## src/rtl/ibex_arb_pkg.sv

```systemverilog
`default_nettype none
// ============================================================================
// Module      : ibex_arb_pkg
// Description : Shared types and limits for the Ibex memory arbiter.
// Revision    : 1.0 - initial release
// ============================================================================
package ibex_arb_pkg;

   // Identifies which Ibex interface owns a transaction
   typedef enum logic {
      ArbPortInstr = 1'b0,
      ArbPortData  = 1'b1
   } arb_port_e;

   // Largest supported number of granted-but-unanswered transactions
   localparam int unsigned ArbMaxOutstandingLimit = 8;

endpackage
`default_nettype wire

```

## src/rtl/ibex_arb_tag_fifo.sv

```systemverilog
`default_nettype none
// ============================================================================
// Module      : ibex_arb_tag_fifo
// Description : In-order FIFO of transaction owners (one port ID per entry).
// Revision    : 1.0 - initial release
// ============================================================================
module ibex_arb_tag_fifo
   import ibex_arb_pkg::*;
#(
   parameter int unsigned DEPTH = 2
) (
   input  logic       clk_i,
   input  logic       rst_i,
   input  logic       push_i,
   input  arb_port_e  wdata_i,
   input  logic       pop_i,
   output arb_port_e  rdata_o,
   output logic [3:0] count_o,
   output logic       empty_o,
   output logic       full_o
);

   localparam int unsigned      c_ptr_w = (DEPTH > 1) ? $clog2(DEPTH) : 1;
   localparam logic [c_ptr_w-1:0] c_last = c_ptr_w'(DEPTH - 1);

   arb_port_e          r_mem [DEPTH];
   logic [c_ptr_w-1:0] r_wptr;
   logic [c_ptr_w-1:0] r_rptr;
   logic [3:0]         r_count;
   logic               w_push;
   logic               w_pop;

   // Overflow and underflow requests are ignored so the count stays coherent
   assign w_push  = push_i & ~full_o;
   assign w_pop   = pop_i & ~empty_o;
   assign empty_o = (r_count == 4'd0);
   assign full_o  = (r_count == 4'(DEPTH));
   assign count_o = r_count;
   assign rdata_o = r_mem[r_rptr];

   // Entry storage, written on push only
   always_ff @(posedge clk_i) begin
      if (w_push) begin
         r_mem[r_wptr] <= wdata_i;
      end
   end

   // Pointers wrap at DEPTH; count moves only when push and pop differ
   always_ff @(posedge clk_i) begin
      if (rst_i) begin
         r_wptr  <= '0;
         r_rptr  <= '0;
         r_count <= 4'd0;
      end else begin
         if (w_push) begin
            r_wptr <= (r_wptr == c_last) ? '0 : r_wptr + 1'b1;
         end
         if (w_pop) begin
            r_rptr <= (r_rptr == c_last) ? '0 : r_rptr + 1'b1;
         end
         if (w_push && !w_pop) begin
            r_count <= r_count + 4'd1;
         end else if (w_pop && !w_push) begin
            r_count <= r_count - 4'd1;
         end
      end
   end

endmodule
`default_nettype wire

```

## src/rtl/ibex_mem_arbiter.sv

```systemverilog
`default_nettype none
// ============================================================================
// Module      : ibex_mem_arbiter
// Description : 2:1 arbiter sharing one memory between Ibex fetch and LSU,
//               with in-order response routing, locking and round-robin.
// Revision    : 1.0 - initial release
// ============================================================================
module ibex_mem_arbiter
   import ibex_arb_pkg::*;
#(
   parameter int unsigned MaxOutstanding = 2,
   parameter bit          RoundRobin     = 1'b1
) (
   input  logic        clk_i,
   input  logic        rst_i,

   input  logic        instr_req_i,
   input  logic [31:0] instr_addr_i,
   output logic        instr_gnt_o,
   output logic        instr_rvalid_o,
   output logic [31:0] instr_rdata_o,
   output logic [6:0]  instr_rdata_intg_o,
   output logic        instr_err_o,

   input  logic        data_req_i,
   input  logic        data_we_i,
   input  logic [3:0]  data_be_i,
   input  logic [31:0] data_addr_i,
   input  logic [31:0] data_wdata_i,
   input  logic [6:0]  data_wdata_intg_i,
   output logic        data_gnt_o,
   output logic        data_rvalid_o,
   output logic [31:0] data_rdata_o,
   output logic [6:0]  data_rdata_intg_o,
   output logic        data_err_o,

   output logic        mem_req_o,
   output logic        mem_we_o,
   output logic [3:0]  mem_be_o,
   output logic [31:0] mem_addr_o,
   output logic [31:0] mem_wdata_o,
   output logic [6:0]  mem_wdata_intg_o,
   input  logic        mem_gnt_i,
   input  logic        mem_rvalid_i,
   input  logic [31:0] mem_rdata_i,
   input  logic [6:0]  mem_rdata_intg_i,
   input  logic        mem_err_i,

   output logic [3:0]  outstanding_o,
   output logic        unexpected_rvalid_o
);

   arb_port_e  r_last;
   arb_port_e  r_lock_port;
   logic       r_lock;
   logic       r_unexp;

   arb_port_e  w_sel_port;
   logic       w_sel_valid;
   logic       w_instr_elig;
   logic       w_data_elig;
   logic       w_grant;
   logic       w_pop;
   arb_port_e  w_head;
   logic [3:0] w_count;
   logic       w_empty;
   logic       w_full;

   // A full FIFO blocks both ports; only registered occupancy is used, so
   // a same-cycle response never frees a slot combinationally
   assign w_instr_elig = instr_req_i & ~w_full;
   assign w_data_elig  = data_req_i & ~w_full;

   // Port selection: a pending lock wins, otherwise priority/round-robin
   always_comb begin
      w_sel_valid = 1'b0;
      w_sel_port  = ArbPortInstr;
      if (r_lock) begin
         w_sel_port  = r_lock_port;
         w_sel_valid = (r_lock_port == ArbPortData) ? w_data_elig : w_instr_elig;
      end else if (w_instr_elig && w_data_elig) begin
         w_sel_valid = 1'b1;
         if (RoundRobin) begin
            w_sel_port = (r_last == ArbPortInstr) ? ArbPortData : ArbPortInstr;
         end else begin
            w_sel_port = ArbPortData;
         end
      end else if (w_data_elig) begin
         w_sel_valid = 1'b1;
         w_sel_port  = ArbPortData;
      end else if (w_instr_elig) begin
         w_sel_valid = 1'b1;
         w_sel_port  = ArbPortInstr;
      end
   end

   // Request mux; fetches are always full-word reads
   always_comb begin
      mem_we_o         = 1'b0;
      mem_be_o         = 4'hF;
      mem_addr_o       = instr_addr_i;
      mem_wdata_o      = 32'h0;
      mem_wdata_intg_o = 7'h0;
      if (w_sel_port == ArbPortData) begin
         mem_we_o         = data_we_i;
         mem_be_o         = data_be_i;
         mem_addr_o       = data_addr_i;
         mem_wdata_o      = data_wdata_i;
         mem_wdata_intg_o = data_wdata_intg_i;
      end
   end

   assign mem_req_o   = w_sel_valid & ~rst_i;
   assign w_grant     = mem_req_o & mem_gnt_i;
   assign instr_gnt_o = w_grant & (w_sel_port == ArbPortInstr);
   assign data_gnt_o  = w_grant & (w_sel_port == ArbPortData);

   // Response demux: the FIFO head names the owner of this response
   assign w_pop              = mem_rvalid_i & ~w_empty & ~rst_i;
   assign instr_rvalid_o     = w_pop & (w_head == ArbPortInstr);
   assign data_rvalid_o      = w_pop & (w_head == ArbPortData);
   assign instr_rdata_o      = mem_rdata_i;
   assign data_rdata_o       = mem_rdata_i;
   assign instr_rdata_intg_o = mem_rdata_intg_i;
   assign data_rdata_intg_o  = mem_rdata_intg_i;
   assign instr_err_o        = mem_err_i;
   assign data_err_o         = mem_err_i;

   assign outstanding_o       = w_count;
   assign unexpected_rvalid_o = r_unexp;

   ibex_arb_tag_fifo #(
      .DEPTH (MaxOutstanding)
   ) u_tag_fifo (
      .clk_i   (clk_i),
      .rst_i   (rst_i),
      .push_i  (w_grant),
      .wdata_i (w_sel_port),
      .pop_i   (w_pop),
      .rdata_o (w_head),
      .count_o (w_count),
      .empty_o (w_empty),
      .full_o  (w_full)
   );

   // Lock holds a stalled request stable; it drops on grant or when the
   // locked port withdraws (mem_req_o then falls low)
   always_ff @(posedge clk_i) begin
      if (rst_i) begin
         r_lock      <= 1'b0;
         r_lock_port <= ArbPortInstr;
         r_last      <= ArbPortInstr;
         r_unexp     <= 1'b0;
      end else begin
         r_lock <= mem_req_o & ~mem_gnt_i;
         if (mem_req_o && !mem_gnt_i) begin
            r_lock_port <= w_sel_port;
         end
         if (w_grant) begin
            r_last <= w_sel_port;
         end
         if (mem_rvalid_i && w_empty) begin
            r_unexp <= 1'b1;
         end
      end
   end

endmodule
`default_nettype wire

```

## config.mk

```make
export PLATFORM = sky130hd
export DESIGN_NAME = ibex_mem_arbiter
export DESIGN_NICKNAME = d
export VERILOG_FILES = /design/src/rtl/ibex_arb_pkg.sv /design/src/rtl/ibex_arb_tag_fifo.sv /design/src/rtl/ibex_mem_arbiter.sv
export SDC_FILE = /design/constraint.sdc
export NUM_CORES = 1
export LEC_CHECK = 0
export BUFFER_PORTS_ARGS = -buffer_cell sky130_fd_sc_hd__buf_2
export CAP_MARGIN = 20
export CELL_PAD_IN_SITES_DETAIL_PLACEMENT = 1
export CELL_PAD_IN_SITES_GLOBAL_PLACEMENT = 1
export CORE_AREA = 2 2 124 126
export DETAILED_ROUTE_END_ITERATION = 10
export DIE_AREA = 0 0 126 128
export PLACE_DENSITY = 0.74
export SLEW_MARGIN = 20
export SYNTH_ARGS = -nofsm -noshare
export SYNTH_HDL_FRONTEND = slang
export SYNTH_HIERARCHICAL = 1
export SYNTH_SLANG_ARGS = --single-unit
```

## constraint.sdc

```tcl
create_clock -name clk_i -period 7.93 [get_ports clk_i]
set_input_delay 0.793 -clock clk_i [delete_from_list [all_inputs] [get_ports clk_i]]
set_output_delay 0.793 -clock clk_i [all_outputs]
set_load 0.05 [all_outputs]
```

==> results of run 1 <==
flip-flops by register name (all words and copies together), names as in the netlist, named ones only:
| register | cells |
|---|---|
| u_tag_fifo/count_o | 4 |
| u_tag_fifo/r_mem | 2 |
| r_last | 1 |
| r_lock | 1 |
| r_lock_port | 1 |
| u_tag_fifo/r_rptr | 1 |
| u_tag_fifo/r_wptr | 1 |
| unexpected_rvalid_o | 1 |
cell families after synthesis:
logic type,Yosys count
AND/OR/NAND/NOR,73
adder cells (fa/ha/maj),4
multiplexers,35
XOR/XNOR,4
AO/OA/AOI/OAI,13
flip-flops,13
buffers and inverters,93
Yosys cell counts, types with 2 or more instances:
cell,count
a211oi_2,2
a21oi_1,5
and2_1,43
buf_4,80
buf_6,3
clkbuf_2,3
dfxtp_1,11
edfxtp_1,2
ha_1,3
inv_1,3
mux2_2,23
mux2_4,10
nand2b_1,4
nor2_1,14
nor2b_1,3
nor3_1,2
xnor2_1,2
worst paths after layout:
check | start | end
min | unexpected_rvalid_o$_SDFFE_PP0P_ | unexpected_rvalid_o$_SDFFE_PP0P_
max reg2reg | u_tag_fifo/count_o[0]$_SDFFE_PP0P_ | u_tag_fifo/count_o[3]$_SDFFE_PP0P_
min reg2reg | unexpected_rvalid_o$_SDFFE_PP0P_ | unexpected_rvalid_o$_SDFFE_PP0P_
max | u_tag_fifo/count_o[0]$_SDFFE_PP0P_ | instr_gnt_o
cell type report:
class	instances	area [um2]	share of cell area (%)
well taps	188	235	8.72
clock buffers	4	78.8	2.92
flip-flops and latches	13	280	10.4
repair buffers	200	1000	37.2
inverters	4	17.5	0.649
multi-input cells	129	1080	40.1
metrics by stage:
step | cells | total power, uW | hold slack [ps] | utilization [%] | setup slack (ps)
6_report | 538 | 769 | 480 | 18.1 | 4440
2_1_floorplan | 235 | 668 | 483 | - | 4810
3_5_place_dp | 534 | 680 | 468 | 17.6 | 4580
3_3_place_gp | 534 | 673 | 444 | 17.6 | 4630
4_1_cts | 538 | 780 | 481 | 18.1 | 4320
5_1_grt | 538 | 813 | 522 | 18.1 | 4150
routing by layer:
layer  global-route usage [%]  part of all wire, %  vias to the layer above  routed length, um
met5                        0                    0                        -                  0
met4                     2.07                  1.5                        0                110
met3                     2.71                   11                       17                810
met2                     14.2                   49                      160               3570
met1                     9.62                   38                      819               2770
li1                         -                    -                      910                  -
power by group through the flow:
stage	Combinational (uW)	Sequential [uW]	Clock (uW)
floorplan	536	132	0
global placement	570	103	0
detailed placement	576	104	0
CTS	578	103	98.7
global route	605	106	102
finish	571	102	95.7
critical path, delay by kind of cell (launching register included):
family,cells,cell delay [ps]
AOI/OAI and AO/OA,1,220
buffers and inverters,3,1010
DFF,1,380
and+or+nand+nor,4,820
==> results by group, run 1 <==
Clocking
  • TritonCTS clock tree: done
  • Clock transition at path regs: 50 ps
  • Hold_buf cts: 0
  • Gates resized, CTS repair: 0
  • Root Buffer: clkbuf_16
  • Post-CTS Setup Bufs: 0
  • Htree depth: 1
  • CTS sink cnt: 13
  • CTS Buf Count: 3
  • Clock latency on the worst-skew pair: about 240 ps
  • Clk buf depth: 2

Yosys
  • Largest area contributor in the netlist: buf_4
  • Xor-xnor portion of the synthesized cell area: 2.08%
  • Simple-Gate Fraction of Synth Area: roughly a fifth
  • Post-synth top area share: 29.4%
  • Async SR Flop Fraction: 0%
  • Synth Instances: about 240
  • Main synth FF type: dfxtp_1
  • Multiplexer share of the synthesized area: between 20% and 30%
  • Register bit count reported by yosys: 13
  • Sequential area share after synthesis: between 10 and 15%
  • Synth Area in Compound Gates: roughly 6%
  • Syn nets: between 300 and 400
  • Number of synthesis warnings: 6
  • Largest family of logic cells by synthesized area: buffers and inverters
  • Main area contributors after synthesis: buf_4 (29%), and2_1 (13%), mux2_2 (13%), dfxtp_1 (11%), mux2_4 (7.4%)
  • Unique masters post-synth: 39
  • Synthesized cell area: between 2000 and 2500 um2
  • Post-synth EDFFs: 2
  • Adder-cell share of the synthesized area: 2.82%
  • Avg Inst Size Synth: between 8 and 9 um2

Worst setup path
  • Worst setup EP type: primary output
  • Crit path largest cell delay: ~460 ps
  • Required @ worst endpoint: between 7000 and 8000 ps
  • R2R cell count: 13
  • R2r setup slk: ~4900 ps
  • WP data arrival: between 2000 and 3000 ps
  • Cell Chain, Critical Path: nor3_1 > and2_1 > nor2_1 > a32oi_4 > buf_4 > inv_4 > nor2_1 > buf_2
  • Crit-path max FO: 47
  • CP most frequent cell: nor2_1
  • Setup Crit Path Kind: reg2out
  • Critical Path Start Type: flip-flop
  • Slowest-stage cell, CP: buf_4

Power and ir drop
  • Pwr/cell area: about 280 nW/um2
  • VDD IR max: 0.0732 mV
  • Pint: ~320 uW
  • Reg power frac: 13.3%
  • Clock power share: approximately 12%
  • Switch share: 58.1%
  • Logic pwr share: approximately three quarters
  • Psw: ~450 uW
  • Leakage: between 0.001 and 0.0015 uW

STA
  • Final Slew Violations: 0
  • Setup violators final: 0
  • Crit share post-route: between 40% and 50%
  • Final Hold Viols: 0
  • Fmax: about 0.29 GHz
  • Worst Skew: between 2 and 3 ps
  • Final setup TNS: 0 ps
  • RSZ-0062 raised after global routing: false
  • Rel. slew slack: 64.5%
  • Measured slew at the worst slew-check pin: between 500 and 600 ps
  • Min Clock Period, post-route: 3490 ps

Routing
  • TritonRoute pass-1 iters: 4
  • WL per Instance: between 10 and 15 um
  • Via Count: around 1.9k
  • DR vias/cell: 3.54
  • Drt total wl: about 7300 um
  • Post-route DRC: 0
  • Starting DRT DRC Count: 52
  • Post-DRT Antenna Nets: 0

Floorplan
  • Initial Util: between 10% and 20%
  • Die Area: around 16000 um2
  • Ports: 320
  • Core Rows: 45
  • Die W: between 100 and 150 um
  • Core area: ~15000 um2
  • Die Ht: 128 um

Worst hold path
  • Min-Delay Path Class: reg2reg
  • Hold Crit Depth: 2

Place
  • GPL Wtd Cong: ~0.76
  • I/O Buffers: approximately 200
  • DP Area: approximately 2600 um2
  • Dpl hpwl: around 6300 um

Cells and area
  • # fillers: between 1.5k and 2k
  • ANT cells: 0
  • Share of cells above drive strength 1: 70.3%
  • Area Overhead vs Synth: 32.1%
  • Design Area, Final: 2700 um2
  • Layout Nets: a little over 500
  • Commonest non-fill, non-tap cell in the layout: buf_2
  • Most frequent cells in the layout: buf_2 (199), and2_1 (43), mux2_2 (23)

Global route
  • First-pass GRT wire length: around 10000 um
  • Largest net degree at the start of global routing: 48
  • Initial antenna violation count: 0
  • Total grt overflow: 0
  • Total Routing Usage GR: under 10%
  • Vias in the first global route: approximately 1.9k

Job
  • MaxCap Viol Count: 0

Run status
  • Status: finished, final reports clean
(Power assumes the default switching activity.)
==> run 2: changes to the inputs <==
CORE_AREA = 2 2 123 125   (was 2 2 124 126)
DIE_AREA = 0 0 125 127   (was 0 0 126 128)
PLACE_DENSITY = 0.77   (was 0.74)
clock period = 2.95 ns   (was 7.93 ns; I/O delays follow)
==> run 2 against run 1 <==
Against the previous run: non-clock buffer count increased by 4; critical path depth grew 5; utilization grew 1.1 points; flip-flop and latch count unchanged; sequential share of layout area is 0.051 points lower; clock power grew to 2.7 times the previous value; cell area increased by 2.7%; worst setup slack got worse by 4300 ps; via count rose by 3.1%; sequential power increased to 2.8 times the previous value.
==> results by group, run 2 (synthesized netlist as in run 1, its figures left out) <==
Cells and area
  • Max reg flops: 4
  • Area Overhead vs Synth: 35.7%
  • Layout Nets: a little over 500
  • # fillers: 1793
  • Register Area: roughly 290 um2
  • Share of cells above drive strength 1: around 73%
  • Commonest non-fill, non-tap cell in the layout: buf_2
  • Most frequent cells in the layout: buf_2 (199), and2_1 (43), mux2_2 (23)
  • Multi-input logic area: ~1100 um2
  • ANT cells: 0

Routing
  • Via Count: 1965
  • Post-DRT Antenna Nets: 0
  • DR vias/cell: 3.65
  • TritonRoute pass-1 iters: 3
  • Drt total wl: ~7000 um
  • Post-route DRC: 0
  • Starting DRT DRC Count: 24
  • WL per Instance: ~13 um

Power and ir drop
  • Pwr/cell area: about 780 nW/um2
  • Switch share: a little under three fifths
  • Psw: between 1000 and 1500 uW
  • Clock power share: roughly an eighth
  • Leakage: approximately 0.0015 uW
  • Logic pwr share: about 75%
  • Final total power: between 2000 and 2500 uW
  • Pint: 916 uW
  • Reg power frac: 13.3%
  • VDD IR max: ~0.17 mV

Clocking
  • Clock latency on the worst-skew pair: 240 ps
  • CTS sink cnt: 13
  • Clock transition at path regs: around 40 ps
  • CTS Buf Count: 3
  • TritonCTS clock tree: done
  • Clk buf depth: 2
  • Root Buffer: clkbuf_16
  • Hold_buf cts: 0
  • Htree depth: 1

STA
  • Final hold slack: 335 ps
  • Setup violators final: 0
  • Fmax: ~0.36 GHz
  • Final Slew Violations: 0
  • Measured slew at the worst slew-check pin: about 420 ps
  • Crit share post-route: between 90% and 100%
  • Rel. slew slack: 71.9%
  • Final Hold Viols: 0
  • Worst Skew: about 1.1 ps
  • Min Clock Period, post-route: approximately 2800 ps

Floorplan
  • Ports: 320
  • Die W: around 130 um
  • Initial Util: ~14%
  • Die Ht: between 100 and 150 um
  • Core area: between 10000 and 15000 um2
  • Die Area: 15900 um2
  • Core Rows: between 40 and 50

Worst setup path
  • Worst setup EP type: flip-flop
  • Crit-path max FO: 5
  • Setup Crit Path Kind: reg2reg
  • CP most frequent cell: inv_1
  • Cell Chain, Critical Path: nor3_2 > and2_1 > nor2_2 > o2111ai_2 > inv_1 > a21boi_4 > ha_1 > inv_1 > ha_4 > a21oi_2 > buf_4 > a31oi_1 > mux2_1
  • Cell family with most CP delay: compound AO/OA/AOI/OAI gates
  • Crit path buf inv count: 3
  • Crit path largest cell delay: 410 ps
  • Required @ worst endpoint: 3070 ps
  • Slowest-stage cell, CP: dfxtp_2
  • Critical Path Start Type: flip-flop
  • WP data arrival: 2900 ps

Global route
  • Total grt overflow: 0
  • Initial antenna violation count: 0
  • Largest net degree at the start of global routing: 48
  • Vias in the first global route: 1989
  • Total Routing Usage GR: roughly 7.8%
  • First-pass GRT wire length: slightly above 10000 um

Place
  • GPL Wtd Cong: a little under 0.8
  • I/O Buffers: just under 200
  • Dpl hpwl: between 6000 and 7000 um

Worst hold path
  • Min-Delay Path Class: in2reg

Run status
  • Status: finished, final reports clean

Job
  • MaxCap Viol Count: 0
[run 2: cell types whose count changed in the layout (fill, tap and decap cells not counted), sizes merged]
| cell | previous run | this run |
|---|---|---|
| buf | 200 | 204 |
[run 2: worst paths after layout]
check        slack [ps]                                from  cells past startpoint                            endpoint
max                 170  u_tag_fifo/count_o[2]$_SDFFE_PP0P_                     13  u_tag_fifo/count_o[3]$_SDFFE_PP0P_
min                 330                               rst_i                      2      u_tag_fifo/r_wptr$_SDFFE_PP0P_
max reg2reg         170  u_tag_fifo/count_o[2]$_SDFFE_PP0P_                     13  u_tag_fifo/count_o[3]$_SDFFE_PP0P_
min reg2reg         500    unexpected_rvalid_o$_SDFFE_PP0P_                      2    unexpected_rvalid_o$_SDFFE_PP0P_
[run 2: final cells by class]
cell class	instances	area share [%]
Multi-Input combinational cell	129	40.6
Clock buffer	4	2.84
Inverter	4	0.632
Sequential cell	13	10.3
Tap cell	184	8.31
Timing Repair Buffer	204	37.3
[run 2: layer usage]
metal  wire length, um  track usage (%)
met4               187             3.14
met5                 0                0
met3               773             2.01
met2              3800             15.4
met1              2270             7.59
[run 2: power by group through the flow]
stage	Sequential [uW]	Clock [uW]	Combinational [uW]
after detailed placement	280	0	1580
after global placement	276	0	1560
after floorplan	358	0	1440
final	287	255	1610
after CTS	279	263	1590
after global routing	295	263	1700
[run 2: through the flow]
stage	setup slack [ps]	setup TNS [ps]	util [%]	cells	instance area, um2
after global placement	187	0	18.3	533	2640
after floorplan	81.6	0	-	235	2050
final	174	0	19.2	538	2770
after global routing	-1.96	-1.96	19.2	538	2770
after CTS	28.7	0	18.9	537	2720
after detailed placement	-2.05	-2.05	18.3	533	2640
[run 2: worst reg2reg max path: cells and delay by family, from the launching register on]
family	cells	cell delay, ps
multiplexers	1	340
adder cells (fa/ha/maj)	2	520
flip-flops	1	410
AND/OR/NAND/NOR	3	420
buffers and inverters	3	340
AO/OA/AOI/OAI	4	640
[run 2: what timing repair did]
item / 4_1_cts / 5_1_grt
pin swaps: 0 / 1
resized for setup: 1 / 7
buffers inserted: 0 / 1
setup endpoints to repair: 1 / 1
==> run 3: changes to the inputs <==
ABC_AREA = 1   (was default)
CORE_AREA = default   (was 2 2 123 125)
CORE_MARGIN = 1.5   (was default)
CORE_UTILIZATION = 16   (was default)
DIE_AREA = default   (was 0 0 125 127)
PLACE_DENSITY = 0.82   (was 0.77)
==> run 3 against run 2 <==
Against the previous run: sequential power fell by 17%; die area fell by 2.3%; register-to-register slack improved by 230 ps; clock skew rose by 5.4 ps; flip-flop and latch count did not move; first-iteration DRC count rose by 130%; via count rose by 28%; critical path type unchanged; critical endpoint unchanged.
==> results by group, run 3 <==
Routing
  • WL per Instance: 12.6 um
  • Via Count: 2511
  • DR vias/cell: between 3 and 4
  • TritonRoute pass-1 iters: 4
  • Starting DRT DRC Count: 56
  • Post-DRT Antenna Nets: 0
  • Drt total wl: approximately 8500 um
  • Post-route DRC: 0

Yosys
  • Number of synthesis warnings: 6
  • Avg Inst Size Synth: ~6.3 um2
  • Async SR Flop Fraction: 0%
  • Sequential area share after synthesis: a little under an eighth
  • Register bit count reported by yosys: 13
  • Syn nets: approximately 540
  • Largest area contributor in the netlist: buf_4
  • Synthesized cell area: between 2000 and 2500 um2
  • Synth Instances: around 380
  • Unique masters post-synth: 26
  • Post-synth top area share: 25.4%
  • Main area contributors after synthesis: buf_4 (25%), nand2_1 (18%), nor2_4 (14%), inv_1 (10%), dfxtp_1 (9.3%)
  • Count leader, synth: nand2_1
  • Post-synth top cells: nand2_1 (116), buf_4 (80), inv_1 (63)
  • Main synth FF type: dfxtp_1
  • Post-synth EDFFs: 2

Worst setup path
  • Cell family with most CP delay: simple AND/OR/NAND/NOR gates
  • Cell Chain, Critical Path: inv_2 > nand3_2 > inv_1 > nor2_2 > nand2_1 > nand2_1 > nand3_1 > inv_1 > nand2_2 > inv_2 > ha_1 > inv_1 > ha_1 > or2_1 > nand3_1 > nand3_1 > nand2_1 > inv_1
  • Crit-path max FO: 6
  • CP most frequent cell: inv_1
  • Critical Path Start Type: flip-flop
  • Slowest-stage cell, CP: dfxtp_1
  • Required @ worst endpoint: approximately 3100 ps
  • Worst setup EP type: flip-flop
  • Crit path buf inv count: 6
  • Setup Crit Path Kind: reg2reg
  • Crit path largest cell delay: 450 ps
  • WP data arrival: 2690 ps
  • R2r setup slk: 400 ps

Place
  • I/O Buffers: approximately 200
  • DP Worst Slack: approximately 460 ps
  • Dpl hpwl: between 7000 and 8000 um
  • DP Area: 2940 um2
  • GPL Wtd Cong: ~0.71

STA
  • Final setup TNS: 0 ps
  • Final Slew Violations: 0
  • Crit share post-route: slightly below 90%
  • RSZ-0062 raised after global routing: false
  • Rel. slew slack: 71.8%
  • Final WS setup: between 300 and 400 ps
  • Min Clock Period, post-route: about 2600 ps
  • Fmax: 0.392 GHz
  • Setup violators final: 0
  • Worst Skew: between 6 and 7 ps
  • Final Hold Viols: 0
  • Measured slew at the worst slew-check pin: around 420 ps

Global route
  • Total Routing Usage GR: about a tenth
  • Total grt overflow: 0
  • Largest net degree at the start of global routing: 40
  • Vias in the first global route: about 2.4k
  • First-pass GRT wire length: around 13000 um
  • Initial antenna violation count: 2

Power and ir drop
  • Psw: about 1100 uW
  • Pwr/cell area: around 600 nW/um2
  • Pint: ~730 uW
  • Clock power share: between 10% and 20%
  • Leakage: roughly 0.0019 uW
  • VDD IR max: 0.252 mV
  • Reg power frac: 12.8%
  • Logic pwr share: 73.6%
  • Switch share: just over 60%

Clocking
  • CTS sink cnt: 13
  • Htree depth: 1
  • Clock latency on the worst-skew pair: 240 ps
  • Root Buffer: clkbuf_16
  • Gates resized, CTS repair: 0
  • TritonCTS clock tree: done
  • Post-CTS Setup Bufs: 0
  • Hold_buf cts: 0
  • Clock transition at path regs: around 50 ps
  • Clk buf depth: 2
  • CTS Buf Count: 3

Cells and area
  • Commonest non-fill, non-tap cell in the layout: buf_2
  • Layout Nets: ~650
  • Max reg flops: 4
  • Area Overhead vs Synth: 27.7%
  • Share of cells above drive strength 1: 50.5%
  • Design Area, Final: between 3000 and 4000 um2
  • Most frequent cells in the layout: buf_2 (199), nand2_1 (116), inv_1 (63)
  • ANT cells: 0

Floorplan
  • Die Area: about 16000 um2
  • Core area: 14500 um2
  • Ports: 320
  • Core Rows: 44
  • Die W: about 120 um
  • Initial Util: approximately 16%
  • Die Ht: 125 um

Job
  • MaxCap Viol Count: 0

Worst hold path
  • Min-Delay Path Class: in2reg

Run status
  • Status: finished, final reports clean
==> run 3: power groups by stage <==
stage               registers (uW)  logic (uW)  clock network [uW]
finish                         238        1360                 252
global placement               238        1360                   0
detailed placement             241        1380                   0
floorplan                      292        1300                   0
global route                   242        1470                 269
CTS                            239        1380                 257
==> run 3: worst paths after layout <==
check | start | to | depth (start not counted)
hold / removal | mem_rvalid_i | unexpected_rvalid_o$_SDFFE_PP0P_ | 3
hold reg to reg | unexpected_rvalid_o$_SDFFE_PP0P_ | unexpected_rvalid_o$_SDFFE_PP0P_ | 2
setup reg to reg | u_tag_fifo/count_o[0]$_SDFFE_PP0P_ | u_tag_fifo/count_o[3]$_SDFFE_PP0P_ | 18
setup / recovery | u_tag_fifo/count_o[0]$_SDFFE_PP0P_ | u_tag_fifo/count_o[3]$_SDFFE_PP0P_ | 18
==> run 3: area by class of cell <==
cell class	instances	area, um2
Clock buffer	4	78.8
Fill cell	1897	11500
Tap cell	184	230
Sequential cell	13	280
Inverter	66	250
Multi-Input combinational cell	207	1130
Timing Repair Buffer	203	1050
==> run 3: tightest hold or removal path: cells and delay by family <==
family / cells / cell delay [ps]
buffers and inverters: 1 / 90
AOI/OAI and AO/OA: 1 / 50
and+or+nand+nor: 1 / 70
==> run 3: kinds of logic (layout without fill, tap and decap cells) <==
logic type | after synthesis | after routing | share of synthesized area [%]
AO/OA/AOI/OAI | 10 | 10 | 2.27
flip-flops | 13 | 13 | 11.9
AND/OR/NAND/NOR | 191 | 191 | 42.2
multiplexers | 1 | 1 | 0.476
adder cells (fa/ha/maj) | 4 | 4 | 2.43
XOR/XNOR | 1 | 1 | 0.370
buffers and inverters | 157 | 273 | 40.4
==> run 3: metal layers <==
metal  track usage [%]  part of all wire (%)  wire, um
met2              17.2                    46      3940
met5                 0                     0         0
met3              5.20                    12      1060
met4              2.03                   2.3       194
met1              11.6                    39      3320
==> run 3: through the flow <==
step                hold slack, ps  utilization, %  total power [uW]  std cells
floorplan                      367               -              1590        377
global placement               474            20.3              1600        673
detailed placement             482            20.3              1620        673
CTS                            323            20.9              1880        677
global route                   337            20.9              1980        677
finish                         314            20.9              1850        677
